--- config.mk ---
export PLATFORM = sky130hd
export DESIGN_NAME = wb_port_arbiter
export DESIGN_NICKNAME = d
export VERILOG_FILES = /design/src/rtl/wb_port_arbiter.sv
export SDC_FILE = /design/constraint.sdc
export NUM_CORES = 1
export LEC_CHECK = 0
export CAP_MARGIN = 20
export CORE_ASPECT_RATIO = 1.1
export CORE_MARGIN = 1.5
export CORE_UTILIZATION = 48
export CTS_CLUSTER_DIAMETER = 50
export DETAILED_ROUTE_END_ITERATION = 16
export PLACE_DENSITY = 0.9
export SYNTH_ARGS = -nofsm -noshare
export SYNTH_HDL_FRONTEND = slang
export SYNTH_SLANG_ARGS = --single-unit
--- constraint.sdc ---
create_clock -name clk -period 3.1 [get_ports clk]
set_input_delay 0.62 -clock clk [delete_from_list [all_inputs] [get_ports clk]]
set_output_delay 0.62 -clock clk [all_outputs]
set_load 0.005 [all_outputs]
--- src/rtl/wb_port_arbiter.sv ---
// rtl/wb_port_arbiter.sv - register-file write port arbiter between pipeline writeback and a long-latency unit
module wb_port_arbiter #(
    parameter int DATA_W   = 32,
    parameter int ADDR_W   = 5,
    parameter int MAX_WAIT = 4
) (
    input  logic              clk,
    input  logic              reset,
    input  logic              wb_valid,
    input  logic [ADDR_W-1:0] wb_waddr,
    input  logic [DATA_W-1:0] wb_wdata,
    input  logic              lu_valid,
    output logic              lu_ready,
    input  logic [ADDR_W-1:0] lu_waddr,
    input  logic [DATA_W-1:0] lu_wdata,
    output logic              rf_we,
    output logic [ADDR_W-1:0] rf_waddr,
    output logic [DATA_W-1:0] rf_wdata,
    output logic              stall_req
);

    localparam logic [3:0] WAIT_LIMIT = 4'(MAX_WAIT);

    logic              buf_full_q, buf_full_d;
    logic [ADDR_W-1:0] buf_addr_q, buf_addr_d;
    logic [DATA_W-1:0] buf_data_q, buf_data_d;
    logic [3:0]        wait_cnt_q, wait_cnt_d;
    logic              rf_we_q, rf_we_d;
    logic [ADDR_W-1:0] rf_waddr_q, rf_waddr_d;
    logic [DATA_W-1:0] rf_wdata_q, rf_wdata_d;

    logic wb_req;
    logic lu_live;

    assign lu_ready  = !buf_full_q;
    assign stall_req = buf_full_q && (wait_cnt_q == WAIT_LIMIT);
    assign wb_req    = wb_valid && (wb_waddr != '0);
    // An accepted lu result to x0 is swallowed here: it never reaches the buffer or the port.
    assign lu_live   = lu_valid && !buf_full_q && (lu_waddr != '0);

    assign rf_we    = rf_we_q;
    assign rf_waddr = rf_waddr_q;
    assign rf_wdata = rf_wdata_q;

    always_comb begin
        buf_full_d = buf_full_q;
        buf_addr_d = buf_addr_q;
        buf_data_d = buf_data_q;
        wait_cnt_d = wait_cnt_q;
        rf_we_d    = 1'b0;
        rf_waddr_d = rf_waddr_q;
        rf_wdata_d = rf_wdata_q;

        if (stall_req) begin
            rf_we_d    = 1'b1;
            rf_waddr_d = buf_addr_q;
            rf_wdata_d = buf_data_q;
            buf_full_d = 1'b0;
            wait_cnt_d = '0;
        end else if (wb_req) begin
            rf_we_d    = 1'b1;
            rf_waddr_d = wb_waddr;
            rf_wdata_d = wb_wdata;
            if (buf_full_q) begin
                // Younger pipeline write to the same register makes the buffered value dead.
                if (wb_waddr == buf_addr_q) begin
                    buf_full_d = 1'b0;
                    wait_cnt_d = '0;
                end else if (wait_cnt_q != WAIT_LIMIT) begin
                    wait_cnt_d = wait_cnt_q + 4'd1;
                end
            end else if (lu_live) begin
                buf_full_d = 1'b1;
                buf_addr_d = lu_waddr;
                buf_data_d = lu_wdata;
                wait_cnt_d = '0;
            end
        end else if (buf_full_q) begin
            rf_we_d    = 1'b1;
            rf_waddr_d = buf_addr_q;
            rf_wdata_d = buf_data_q;
            buf_full_d = 1'b0;
            wait_cnt_d = '0;
        end else if (lu_live) begin
            rf_we_d    = 1'b1;
            rf_waddr_d = lu_waddr;
            rf_wdata_d = lu_wdata;
        end
    end

    always_ff @(posedge clk or posedge reset) begin
        if (reset) begin
            buf_full_q <= 1'b0;
            buf_addr_q <= '0;
            buf_data_q <= '0;
            wait_cnt_q <= '0;
            rf_we_q    <= 1'b0;
            rf_waddr_q <= '0;
            rf_wdata_q <= '0;
        end else begin
            buf_full_q <= buf_full_d;
            buf_addr_q <= buf_addr_d;
            buf_data_q <= buf_data_d;
            wait_cnt_q <= wait_cnt_d;
            rf_we_q    <= rf_we_d;
            rf_waddr_q <= rf_waddr_d;
            rf_wdata_q <= rf_wdata_d;
        end
    end

endmodule

==> flow_metrics.env, run 1 <==
export IMPL_grtUsageTotal=0.255
export IMPL_dr_pass1_iters=4
export IMPL_ff2ff_setup_slack_ns=0.55
export IMPL_mappedNetlistNets=470
export IMPL_drt_iter0_markers=158
export IMPL_port_buffers=117
export IMPL_drc=0
export IMPL_cts_tree="built"
export IMPL_vias=3539
export IMPL_num_io_pins=118
export IMPL_dieArea_um2=8850
export IMPL_cts_buffers=9
export IMPL_clock_skew_ns=0.0144
export IMPL_cap_violations=0
export IMPL_wl_met1_um=4610
export IMPL_dieHeight_um=98.5
export IMPL_vias_per_cell=5.73
export IMPL_die_width_um=89.8
export IMPL_fillers=599
export IMPL_total_power_mw=2.77
export IMPL_final_nets=585
export IMPL_gp_congestion=0.904
export IMPL_synth_seq_cells=80
export IMPL_crit_type="in -> reg"
export IMPL_worstPathMaxFanout=37
export IMPL_fin_crit_ns=2.68
export IMPL_synth_area_top_cells="dfrtp_1 (50%), o221ai_1 (7.0%), o21a_1 (6.4%), mux2_2 (5.1%), nand3_1 (4.3%)"
export IMPL_worstSetupStartpointType="primary input"
export IMPL_drive_above_1_share=0.135
export IMPL_area_growth_pct=37.6
export IMPL_tns_ns=0
export IMPL_finalHoldViolations=0
export IMPL_crit_chain="clkdlybuf4s50_1 > or3_1 > o21ai_1 > a21oi_4 > o221ai_1 > o21a_1"
export IMPL_cts_resized=0
export IMPL_dpl_hpwl_um=7510
export IMPL_overflow=0
export IMPL_cts_sinks=80
export IMPL_outcome="complete, no violations"
export IMPL_synth_common_cells="dfrtp_1 (80), inv_1 (37), nand3_1 (34), nor2_1 (34), o21a_1 (34)"
export IMPL_antenna_found_initial=0
export IMPL_synthArstFlopShare=1.00
export IMPL_htreeDepth=3
export IMPL_p_per_area_nw_per_um2=506
export IMPL_fmax_mhz=373
export IMPL_clk_latency_ns=0.35
export IMPL_avgSynthCellArea_um2=10.2
export IMPL_drt_total_wl_um=10900
export IMPL_r2r_end="rf_wdata[19]"
export IMPL_cts_setup_buffers=0
export IMPL_grt_max_degree=50
export IMPL_synth_edf_count=0
export IMPL_finalCritPeriodShare=0.865
export IMPL_syn_inst=390
export IMPL_reg2reg_depth=5
export IMPL_worst_pin_slew_ns=1.11
export IMPL_clockRootBuffer="clkbuf_8"
export IMPL_rsz0062_at_grt="false"
export IMPL_ant_nets=0
export IMPL_hp_class="reg -> reg"
export IMPL_yosys_area_top_type_share=0.503
export IMPL_dr_wl_met3_um=748
export IMPL_hold_buffers=0
export IMPL_synth_top_cell_by_area="dfrtp_1"
export IMPL_crit_start="wb_waddr[1]"
export IMPL_regToRegStartpoint="buf_full_q"
export IMPL_critPathMaxStageDelay_ns=0.89
export IMPL_initial_utilization=0.498
export IMPL_met2_wirelength_um=5360
export IMPL_seq_area_frac_synth=0.503
export IMPL_ys_flop_type="dfrtp_1"
export IMPL_wire_per_inst_um=17.6
export IMPL_clk_pin_slew_ns=0.08
export IMPL_fp_coreArea_um2=8000
export IMPL_power_leakage_nw=2.32
export IMPL_ys_types=36
export IMPL_worstSetupEndpoint="rf_wdata[19]"
export IMPL_peakVddDrop_uv=238
export IMPL_grt_pass1_wl_um=18000
export IMPL_rows=34
export IMPL_crit_arrival_ns=2.91
export IMPL_cp_slowest_cell="a21oi_4"
export IMPL_max_slew_margin=0.261
export IMPL_synth_most_common_cell="dfrtp_1"
export IMPL_worst_setup_path_end_kind="flip-flop"
export IMPL_setup_viol=0
export IMPL_cts_buffer_depth=2
export IMPL_top_layer_used="met4"
export IMPL_syn_area_um2=3980
export IMPL_n_antenna_cell=0
export IMPL_grt_pass1_vias=3685
export IMPL_slew_viol_final=0
export IMPL_ys_warnings_count=0
export IMPL_cp_required_ns=3.33
## per-stage QoR
step           instance area [µm²]  cells  hold WS [ns]  utilization  worst slack, ns
3_5_place_dp                  5290    602         0.477        0.661            0.129
5_1_grt                       5480    618         0.523        0.685            0.343
4_1_cts                       5480    618         0.496        0.685            0.428
3_3_place_gp                  5290    602         0.472        0.661            0.230
2_1_floorplan                 3980    390         0.473            -            0.428
6_report                      5480    618         0.489        0.685            0.417
## report_power, final
part | switching [mW] | total (mW) | internal (mW)
combinational | 0.293 | 0.714 | 0.422
clock | 0.406 | 0.732 | 0.326
sequential | 0.107 | 1.32 | 1.22
total | 0.806 | 2.77 | 1.96
## worst min path at each step
stage                      from  cells after the start          end  slack, ns
global route        rf_wdata[4]                      1  rf_wdata[4]       0.52
finish              rf_waddr[4]                      2  rf_waddr[4]       0.49
CTS                 rf_waddr[0]                      2  rf_waddr[0]       0.50
detailed placement  rf_waddr[0]                      2  rf_waddr[0]       0.48
global placement    rf_waddr[1]                      2  rf_waddr[1]       0.47
floorplan           rf_waddr[0]                      2  rf_waddr[0]       0.47
## cells by family (layout without fill, tap and decap cells)
kind of cell / after synthesis / in the layout / share of synthesized area
buffers and inverters: 66 / 186 / 0.0701
AOI/OAI and AO/OA: 112 / 112 / 0.206
muxes: 29 / 29 / 0.0924
xor gates and xnor gates: 5 / 5 / 0.0110
adders and majority gates: 2 / 2 / 0.00628
and+or+nand+nor: 96 / 96 / 0.112
DFF: 80 / 80 / 0.503
## registers in the layout, indices dropped and copies added (netlist names)
| register | cells |
|---|---|
| buf_addr_q | 5 |
| buf_data_q | 32 |
| buf_full_q | 1 |
| rf_waddr | 5 |
| rf_wdata | 32 |
| rf_we | 1 |
| wait_cnt_q | 4 |
## critical path: cells and delay by family
family / cells / cell delay [ns]
buffers and inverters: 1 / 0.57
and+or+nand+nor: 1 / 0.22
AOI/OAI and AO/OA: 4 / 1.50
## layer usage
layer	global-route usage	vias to the layer above
li1	-	1611
met1	0.334	1755
met2	0.434	161
met3	0.0424	12
met4	0.0806	0
met5	0	-
## cell type report
| cell class | count | area (µm²) | area share |
|---|---|---|---|
| clock inverters | 6 | 50.0 | 0.00914 |
| well taps | 108 | 135 | 0.0247 |
| inverters | 38 | 144 | 0.0263 |
| multi-input cells | 244 | 1710 | 0.313 |
| flip-flops and latches | 80 | 2000 | 0.365 |
| repair buffers | 132 | 1300 | 0.237 |
| clock buffers | 10 | 138 | 0.0251 |
## cells in the final DEF (no fill, tap or decap), types with 3 or more instances in the layout
cell type	n
clkdlybuf4s50_1	117
inv_6	3
o21a_1	34
o21ai_0	25
dfrtp_1	80
nand2_1	18
nand3_1	34
clkbuf_8	10
o221ai_1	32
xnor2_1	5
mux2_4	11
a21oi_1	7
buf_4	14
inv_1	36
mux2_2	18
nor2_1	34
o2bb2ai_1	4
Power figures use the tool's default switching activity.
==> run 2, diff against run 1 <==
- CTS_CLUSTER_SIZE: not set -> 30
==> results of run 2 <==
The final DEF is identical to that of run 1; final timing and power are the same.
